<file path="src/rtl/fifo_uart_pkg.sv">
// Shared types and helpers for the FIFO-draining UART transmitter.
package fifo_uart_pkg;

    typedef enum logic [2:0] {
        IDLE,
        START,
        DATA,
        PARITY,
        STOP
    } uart_state_e;

    localparam logic IDLE_LEVEL = 1'b1;

    // Counter width for a modulus n; never narrower than one bit.
    function automatic int unsigned cnt_w(input int unsigned n);
        return (n > 1) ? $clog2(n) : 1;
    endfunction

endpackage

</file>
<file path="src/rtl/fifo_uart_tx_baud.sv">
// Bit-period timer: flags the last clk cycle of every CLKS_PER_BIT-long bit.
module uart_baud_counter
    import fifo_uart_pkg::*;
#(
    parameter int unsigned CLKS_PER_BIT = 16
) (
    input  logic clk,
    input  logic rst_n,
    input  logic clear_i,
    output logic bit_end_o
);

    localparam int unsigned       BAUD_W = cnt_w(CLKS_PER_BIT);
    localparam logic [BAUD_W-1:0] LAST   = BAUD_W'(CLKS_PER_BIT - 1);

    logic [BAUD_W-1:0] cnt_q, cnt_d;
    logic              bit_end_q;

    always_comb begin
        cnt_d = cnt_q + BAUD_W'(1);
        if (clear_i || bit_end_q) begin
            cnt_d = '0;
        end
    end

    // bit_end is registered from the next count so it lines up with cnt_q == LAST.
    always_ff @(posedge clk or negedge rst_n) begin
        if (!rst_n) begin
            cnt_q     <= '0;
            bit_end_q <= 1'b0;
        end else begin
            cnt_q     <= cnt_d;
            bit_end_q <= (cnt_d == LAST);
        end
    end

    assign bit_end_o = bit_end_q;

endmodule

</file>
<file path="src/rtl/fifo_uart_tx.sv">
// Pops words from a synchronous FIFO and serializes them as UART frames
// (start, DWIDTH data bits LSB first, optional even parity, 1 or 2 stop bits).
module fifo_uart_tx
    import fifo_uart_pkg::*;
#(
    parameter int unsigned DWIDTH       = 8,
    parameter int unsigned CLKS_PER_BIT = 16,
    parameter int unsigned PARITY_EN    = 0,
    parameter int unsigned STOP_BITS    = 1
) (
    input  logic              clk,
    input  logic              rst_n,
    input  logic              enable_i,
    input  logic              fifo_empty_i,
    input  logic [DWIDTH-1:0] fifo_data_i,
    output logic              fifo_read_o,
    output logic              tx_o,
    output logic              busy_o,
    output logic              frame_done_o
);

    localparam int unsigned      BIT_W     = cnt_w(DWIDTH);
    localparam logic [BIT_W-1:0] LAST_BIT  = BIT_W'(DWIDTH - 1);
    localparam logic             LAST_STOP = (STOP_BITS == 2);

    uart_state_e       state_q;
    logic [DWIDTH-1:0] shift_q;
    logic              parity_q;
    logic [BIT_W-1:0]  bit_cnt_q;
    logic              stop_cnt_q;
    logic              tx_q;
    logic              busy_q;
    logic              done_q;

    logic bit_end;
    logic last_stop_c;
    logic pop_c;
    logic baud_clear_c;

    assign last_stop_c  = (state_q == STOP) && bit_end && (stop_cnt_q == LAST_STOP);
    assign pop_c        = enable_i && !fifo_empty_i && ((state_q == IDLE) || last_stop_c);
    assign baud_clear_c = (state_q == IDLE) || pop_c;

    uart_baud_counter #(
        .CLKS_PER_BIT (CLKS_PER_BIT)
    ) u_baud (
        .clk       (clk),
        .rst_n     (rst_n),
        .clear_i   (baud_clear_c),
        .bit_end_o (bit_end)
    );

    // Frame FSM; a pop in the final stop cycle chains straight into the next START.
    always_ff @(posedge clk or negedge rst_n) begin
        if (!rst_n) begin
            state_q    <= IDLE;
            shift_q    <= '0;
            parity_q   <= 1'b0;
            bit_cnt_q  <= '0;
            stop_cnt_q <= 1'b0;
            tx_q       <= IDLE_LEVEL;
            busy_q     <= 1'b0;
            done_q     <= 1'b0;
        end else begin
            done_q <= 1'b0;
            if (pop_c) begin
                state_q    <= START;
                tx_q       <= 1'b0;
                shift_q    <= fifo_data_i;
                parity_q   <= ^fifo_data_i;
                bit_cnt_q  <= '0;
                stop_cnt_q <= 1'b0;
                busy_q     <= 1'b1;
                done_q     <= (state_q == STOP);
            end else if (bit_end) begin
                unique case (state_q)
                    START: begin
                        state_q <= DATA;
                        tx_q    <= shift_q[0];
                    end
                    DATA: begin
                        if (bit_cnt_q == LAST_BIT) begin
                            if (PARITY_EN != 0) begin
                                state_q <= PARITY;
                                tx_q    <= parity_q;
                            end else begin
                                state_q <= STOP;
                                tx_q    <= IDLE_LEVEL;
                            end
                        end else begin
                            bit_cnt_q <= bit_cnt_q + BIT_W'(1);
                            shift_q   <= shift_q >> 1;
                            tx_q      <= shift_q[1];
                        end
                    end
                    PARITY: begin
                        state_q <= STOP;
                        tx_q    <= IDLE_LEVEL;
                    end
                    STOP: begin
                        if (stop_cnt_q == LAST_STOP) begin
                            state_q <= IDLE;
                            busy_q  <= 1'b0;
                            done_q  <= 1'b1;
                        end else begin
                            stop_cnt_q <= 1'b1;
                        end
                        tx_q <= IDLE_LEVEL;
                    end
                    default: begin
                        state_q <= IDLE;
                        tx_q    <= IDLE_LEVEL;
                    end
                endcase
            end
        end
    end

    assign fifo_read_o  = pop_c;
    assign tx_o         = tx_q;
    assign busy_o       = busy_q;
    assign frame_done_o = done_q;

endmodule

</file>
<file path="config.mk">
export PLATFORM = sky130hd
export DESIGN_NAME = fifo_uart_tx
export DESIGN_NICKNAME = d
export VERILOG_FILES = /design/src/rtl/fifo_uart_pkg.sv /design/src/rtl/fifo_uart_tx_baud.sv /design/src/rtl/fifo_uart_tx.sv
export SDC_FILE = /design/constraint.sdc
export NUM_CORES = 1
export LEC_CHECK = 0
export BUFFER_PORTS_ARGS = -buffer_cell sky130_fd_sc_hd__buf_2
export CORE_ASPECT_RATIO = 0.8
export CORE_MARGIN = 3
export CORE_UTILIZATION = 53
export DETAILED_ROUTE_END_ITERATION = 7
export PLACE_DENSITY = 0.82
export SLEW_MARGIN = 30
export SYNTH_ARGS = -nofsm -noshare
export SYNTH_HDL_FRONTEND = slang
export SYNTH_SLANG_ARGS = --single-unit
</file>
<file path="constraint.sdc">
create_clock -name clk -period 2.3 [get_ports clk]
set_input_delay 0.46 -clock clk [delete_from_list [all_inputs] [get_ports clk]]
set_output_delay 0.46 -clock clk [all_outputs]
set_load 0.05 [all_outputs]
</file>
* After elaboration in Yosys (flattened, before gate mapping) *
Cells that the tools add are included.

storage, ports and cells
  register bits after elaboration = 23
  bits of input ports = 12
  output and inout port bits = 4
  word-level logic and storage cells = 68

operators by class
  $add $sub $neg = 2
  equal/unequal tests = 10
  multiplexer cells = 30
  bitwise operators = 1
  reduce and logical (&&, ||, !) cells = 16

operator list
  kind                                                                     number
  8-bit 2-to-1 mux                                                         4
  3-bit 2-to-1 mux                                                         8
  1-bit 2-to-1 mux                                                         15
  3-bit one-hot mux with 4 select lines                                    1
  3-bit AND reduction                                                      3
  3-bit by 2-bit == test with 1-bit output, second input constant          2
  3-bit == test, second input constant                                     2
  3-bit inequality test, second input constant                             2
  2-bit nonzero test                                                       3
  4-bit by 1-bit adder with 4-bit output, second input constant            1
  4-bit == test, second input constant                                     1
  1-bit logical AND                                                        4
  4-bit 2-to-1 mux                                                         1
  3-bit by 1-bit adder with 3-bit output, second input constant            1
  3-bit by 1-bit == test with 1-bit output, second input constant          1
  3-bit zero test                                                          1
  1-bit logical OR                                                         3
  2-bit by 1-bit inequality test with 1-bit output, second input constant  1
  2-bit inequality test, second input constant                             1
  1-bit one-hot mux with 2 select lines                                    1
  2-bit AND reduction                                                      1
  1-bit zero test                                                          1
  1-bit NOT                                                                1

* Logic depth before layout (Yosys ltp) *
  depth in word-level cells = 9
  gate-level depth with buffers = 6
  depth with buffers taken out = 5

* Cells and area by module *
From an unflattened synthesis, not the netlist that was laid out.

second synthesis, totals
  cell total of the unflattened synthesis = 105
  area, all modules = 1068.5 um^2

modules (own cells, without submodules)
  module             instances  cells an instance  area each (um^2)  sequential area each (um^2)
  fifo_uart_tx       1          90                 858.3             426.7
  uart_baud_counter  1          15                 210.2             125.1

* Worst setup path before layout *
Ideal clock, no wire load.

  path kind = register to register
  from = register bit_cnt_q[0]
  to = register shift_q[1]
  setup time = 0.126 ns
  data arrival time = 1.562 ns
  required time = 2.174 ns
  slack = 0.612 ns
  stages on the path, launching flop included = 7
  path buffers = 1
  period minus slack after synthesis = 1.688 ns
  cell sequence = dfrtp_1 -> ha_1 -> ha_1 -> nor3b_4 -> a32oi_2 -> buf_6 -> a221o_1

on the way
  longest elaborated chain between the ends = 3

ends and longest elaborated chain
  element                                 RTL line            text
  from (decl)                             fifo_uart_tx.sv:29  logic [BIT_W-1:0] bit_cnt_q;
  from (signal assigned)                  fifo_uart_tx.sv:91  bit_cnt_q <= bit_cnt_q + BIT_W'(1);
  3-bit == test                           fifo_uart_tx.sv:82  if (bit_cnt_q == LAST_BIT) begin
  2-bit inequality test (no source line)  n/a
  3-bit AND reduction (no source line)    n/a
  to (signal assigned)                    fifo_uart_tx.sv:69  shift_q <= fifo_data_i;
  to (signal assigned)                    fifo_uart_tx.sv:92  shift_q <= shift_q >> 1;
  to (decl)                               fifo_uart_tx.sv:27  logic [DWIDTH-1:0] shift_q;

No other way between the ends.
A chain may end at the register's enable or synchronous reset.

* Worst setup path in the final report *
  from = register state_q[0]
  to = output port fifo_read_o

on the way
  longest elaborated chain between the ends = 5
  elaborated cells on any way between the ends = 6
  those cells by class = eq/ne: 1; reduce/logical: 5

ends and longest elaborated chain
  element                         RTL line            text
  from (decl)                     fifo_uart_tx.sv:26  uart_state_e state_q;
  from (signal assigned)          fifo_uart_tx.sv:56  state_q <= IDLE;
  from (signal assigned)          fifo_uart_tx.sv:67  state_q <= START;
  from (signal assigned)          fifo_uart_tx.sv:78  state_q <= DATA;
  3-bit == test                   fifo_uart_tx.sv:40  assign last_stop_c = (state_q == STOP) && bit_end && (stop_cnt_q == LAST_STOP);
  1-bit logical AND (2 in a row)  fifo_uart_tx.sv:40
  1-bit logical OR (*)            fifo_uart_tx.sv:41  assign pop_c = enable_i && !fifo_empty_i && ((state_q == IDLE) || last_stop_c);
  1-bit logical AND (*)           fifo_uart_tx.sv:41
  to (decl)                       fifo_uart_tx.sv:16  output logic fifo_read_o,

Mark *: on every way between the ends. The rest lies on a longest branch, timed or not.

==> metrics.md <==
| Metric | Value |
|---|---|
| Placed instance area | 1090 µm² |
| Clk buf depth | 2 |
| Die Area | 2440 µm² |
| Yosys warns | 0 |
| DR pass1 iterations | 4 |
| NetSw | 0.000449 W |
| Unique cell type count in the Yosys netlist | 32 |
| Critical Path Fanout Max | 8 |
| Post-synth EDFFs | 0 |
| Gpl congestion | 0.810 |
| Synth Flop Type | dfrtp_1 |
| Total setup buffers inserted after CTS | 0 |
| Startpoint Class | register |
| TritonCTS Sinks | 22 |
| Post-synth top cells | dfrtp_1 (21), nor2_1 (7), a221o_1 (6), and3_2 (5) |
| Unrepaired setup endpoints after global routing | false |
| Min Tclk post-route | 1.92 ns |
| Post-Syn Nets | 95 |
| Reg2reg end | shift_q[0] |
| Reg2Reg Depth | 5 |
| GRT Util Overall | 0.169 |
| Setup WS pre-CTS | 0.405 ns |
| Hold Vio Cnt, Final | 0 |
| Worst setup EP type | output port |
| # fillers | 138 |
| First-pass GRT wire length | 2890 µm |
| Pin count of the biggest net entering global routing | 23 |
| Pwr per Cell Area | 1150 nW/µm² |
| # port buffers | 15 |
| Rows | 13 |
| Worst-path cell with the longest stage delay | dfrtp_1 |
| Hold Buf Count CTS | 0 |
| Crit share post-route | 0.835 |
| HP Class | in -> async |
| Detailed Route WL | 1740 µm |
| Final std cells w/o fill | 120 |
| Comb power frac | 0.334 |
| DR vias | 689 |
| Max-cap viol count | 0 |
| Slew Viols, Final | 0 |
| Setup TNS | 0 ns |
| Power Internal | 0.000846 W |
| Residual DRC | 0 |
| Syn Inst Count | 80 |
| Tightest Pin Transition | 0.556 ns |
| DRT antenna net count | 0 |
| Reg2reg start | bit_cnt_q[0] |
| Synth top area cells | dfrtp_1 (53%), a221o_1 (6.0%), and3_2 (3.8%), ha_1 (3.8%), dfstp_2 (2.6%) |
| Clock network power share | 0.157 |
| Vias in the first global route | 661 |
| DP HPWL | 1280 µm |
| Clock root buffer | clkbuf_4 |
| Max Clk Rate | 521 MHz |
| Setup ws final | 0.380 ns |
| Post-synth top area share | 0.526 |
| Syn_area_per_cell | 12.5 µm² |
| P_leak | 0.569 nW |
| Flop pwr share | 0.509 |
| Die Y | 44.8 µm |
| Fin nets | 114 |
| Initial antenna violation count | 0 |
| CTS buffer count | 3 |
| Crit-path cells | nor2_1 -> and3_1 -> buf_2 |
| R2r setup slk | 0.41 ns |
| Clk_lat worst skew | 0.29 ns |
| Asr flop ratio synth | 1.00 |
| Placed cells | 116 |
| Core Area | 1710 µm² |
| Clk slew on worst S/H paths | 0.11 ns |
| CTS tree | done |
| Post-CTS Resized | 0 |
| Buf/Inv on CP | 1 |
| Worst EP required | 1.84 ns |
| Setup Skew | 0.00126 ns |
| DR iter-0 viols | 18 |
| Die span in x | 54.5 µm |
| Max-slew headroom | 0.626 |
| Status | finished, final reports clean |
| Initial Utilization | 0.585 |
| Share of layout cells above drive strength 1 | 0.347 |
| Mapped cell area | 998 µm² |
| Via-to-Cell Ratio | 5.74 |
| H-tree levels | 1 |
| Net Sw Frac | 0.347 |
| Io pins | 16 |
| Yosys reg bits | 22 |
| Critical Path Max Stage Delay | 0.49 ns |
| VDD IR max | 721 µV |
| Final Util | 0.657 |
| Fin area | 1120 µm² |
| Crit path kind | reg -> out |
| Remaining global-route overflow | 0 |
| # diodes | 0 |
| Cell family with most CP delay | flip-flops |
| Most frequent cell after synthesis | dfrtp_1 |
| Final setup fails | 0 |
| Sequential-to-total area share from yosys stat | 0.553 |
| Crit path DAT | 1.46 ns |
| Area leader, netlist | dfrtp_1 |
| Drt wl/cell | 14.5 µm |
| Area grow syn2layout | 12.4% |
==> registers in the layout (all words and copies together), names as in the netlist <==
register / count
u_baud.bit_end_o: 1
u_baud.cnt_q: 4
bit_cnt_q: 3
busy_o: 1
state_q: 3
tx_o: 1
shift_q: 8
frame_done_o: 1
==> final cells by class <==
cell class	count	area, µm²	share of cell area
inverter	4	15.0	0.0134
multi-input combinational	52	409	0.365
tap	22	27.5	0.0245
clock buffer	4	36.3	0.0323
timing repair buffer	16	82.6	0.0736
sequential	22	552	0.492
==> per-stage QoR <==
stage          hold WS (ns)  total power [W]
2_1_floorplan         0.164         0.000992
3_3_place_gp          0.438          0.00107
3_5_place_dp          0.446          0.00110
4_1_cts               0.103          0.00131
5_1_grt               0.111          0.00140
6_report             0.0974          0.00129
==> worst max-delay path by stage <==
| stage | from | endpoint | slack (ns) | cells after the start |
|---|---|---|---|---|
| 4_1_cts | state_q[0] | fifo_read_o | 0.36 | 3 |
| 3_3_place_gp | bit_cnt_q[0] | shift_q[0] | 0.49 | 5 |
| 2_1_floorplan | bit_cnt_q[0] | shift_q[1] | 0.61 | 6 |
| 5_1_grt | state_q[0] | fifo_read_o | 0.27 | 3 |
| 3_5_place_dp | bit_cnt_q[0] | shift_q[0] | 0.41 | 5 |
| 6_report | state_q[0] | fifo_read_o | 0.38 | 3 |
==> cells in the final DEF (no fill, tap or decap), drive strengths merged, types with 2 or more instances in the layout <==
master and count:
a221o 7, a22o 3, and3 9, buf 16
clkbuf 4, dfrtp 21, ha 3, inv 4
nand2b 2, nor2 7, nor4 2, o21ai 2
==> metal layers <==
layer	vias up	wire length, µm	global-route usage	share of wire
met5	-	0	0	0
met4	0	12	0.0448	0.0069
met3	2	85	0.0594	0.049
met2	18	772	0.239	0.44
met1	331	872	0.248	0.50
li1	338	-	-	-
==> kinds of logic (layout without fill, tap and decap cells) <==
| kind of cell | count (synthesis) | after routing | share of synthesized area |
|---|---|---|---|
| compound gates | 18 | 18 | 0.162 |
| xor+xnor | 2 | 2 | 0.0175 |
| fa+ha+maj | 3 | 3 | 0.0376 |
| buf+inv | 6 | 24 | 0.0376 |
| flops | 22 | 22 | 0.553 |
| mux | 1 | 1 | 0.0113 |
| simple gates | 28 | 28 | 0.182 |
==> power by group through the flow <==
| stage | registers (W) | clock network (W) | logic [W] |
|---|---|---|---|
| after floorplan | 0.000669 | 0 | 0.000323 |
| after global placement | 0.000660 | 0 | 0.000414 |
| after detailed placement | 0.000663 | 0 | 0.000434 |
| after CTS | 0.000659 | 0.000213 | 0.000435 |
| after global routing | 0.000677 | 0.000230 | 0.000488 |
| final | 0.000660 | 0.000203 | 0.000432 |
Power figures use the tool's default switching activity.
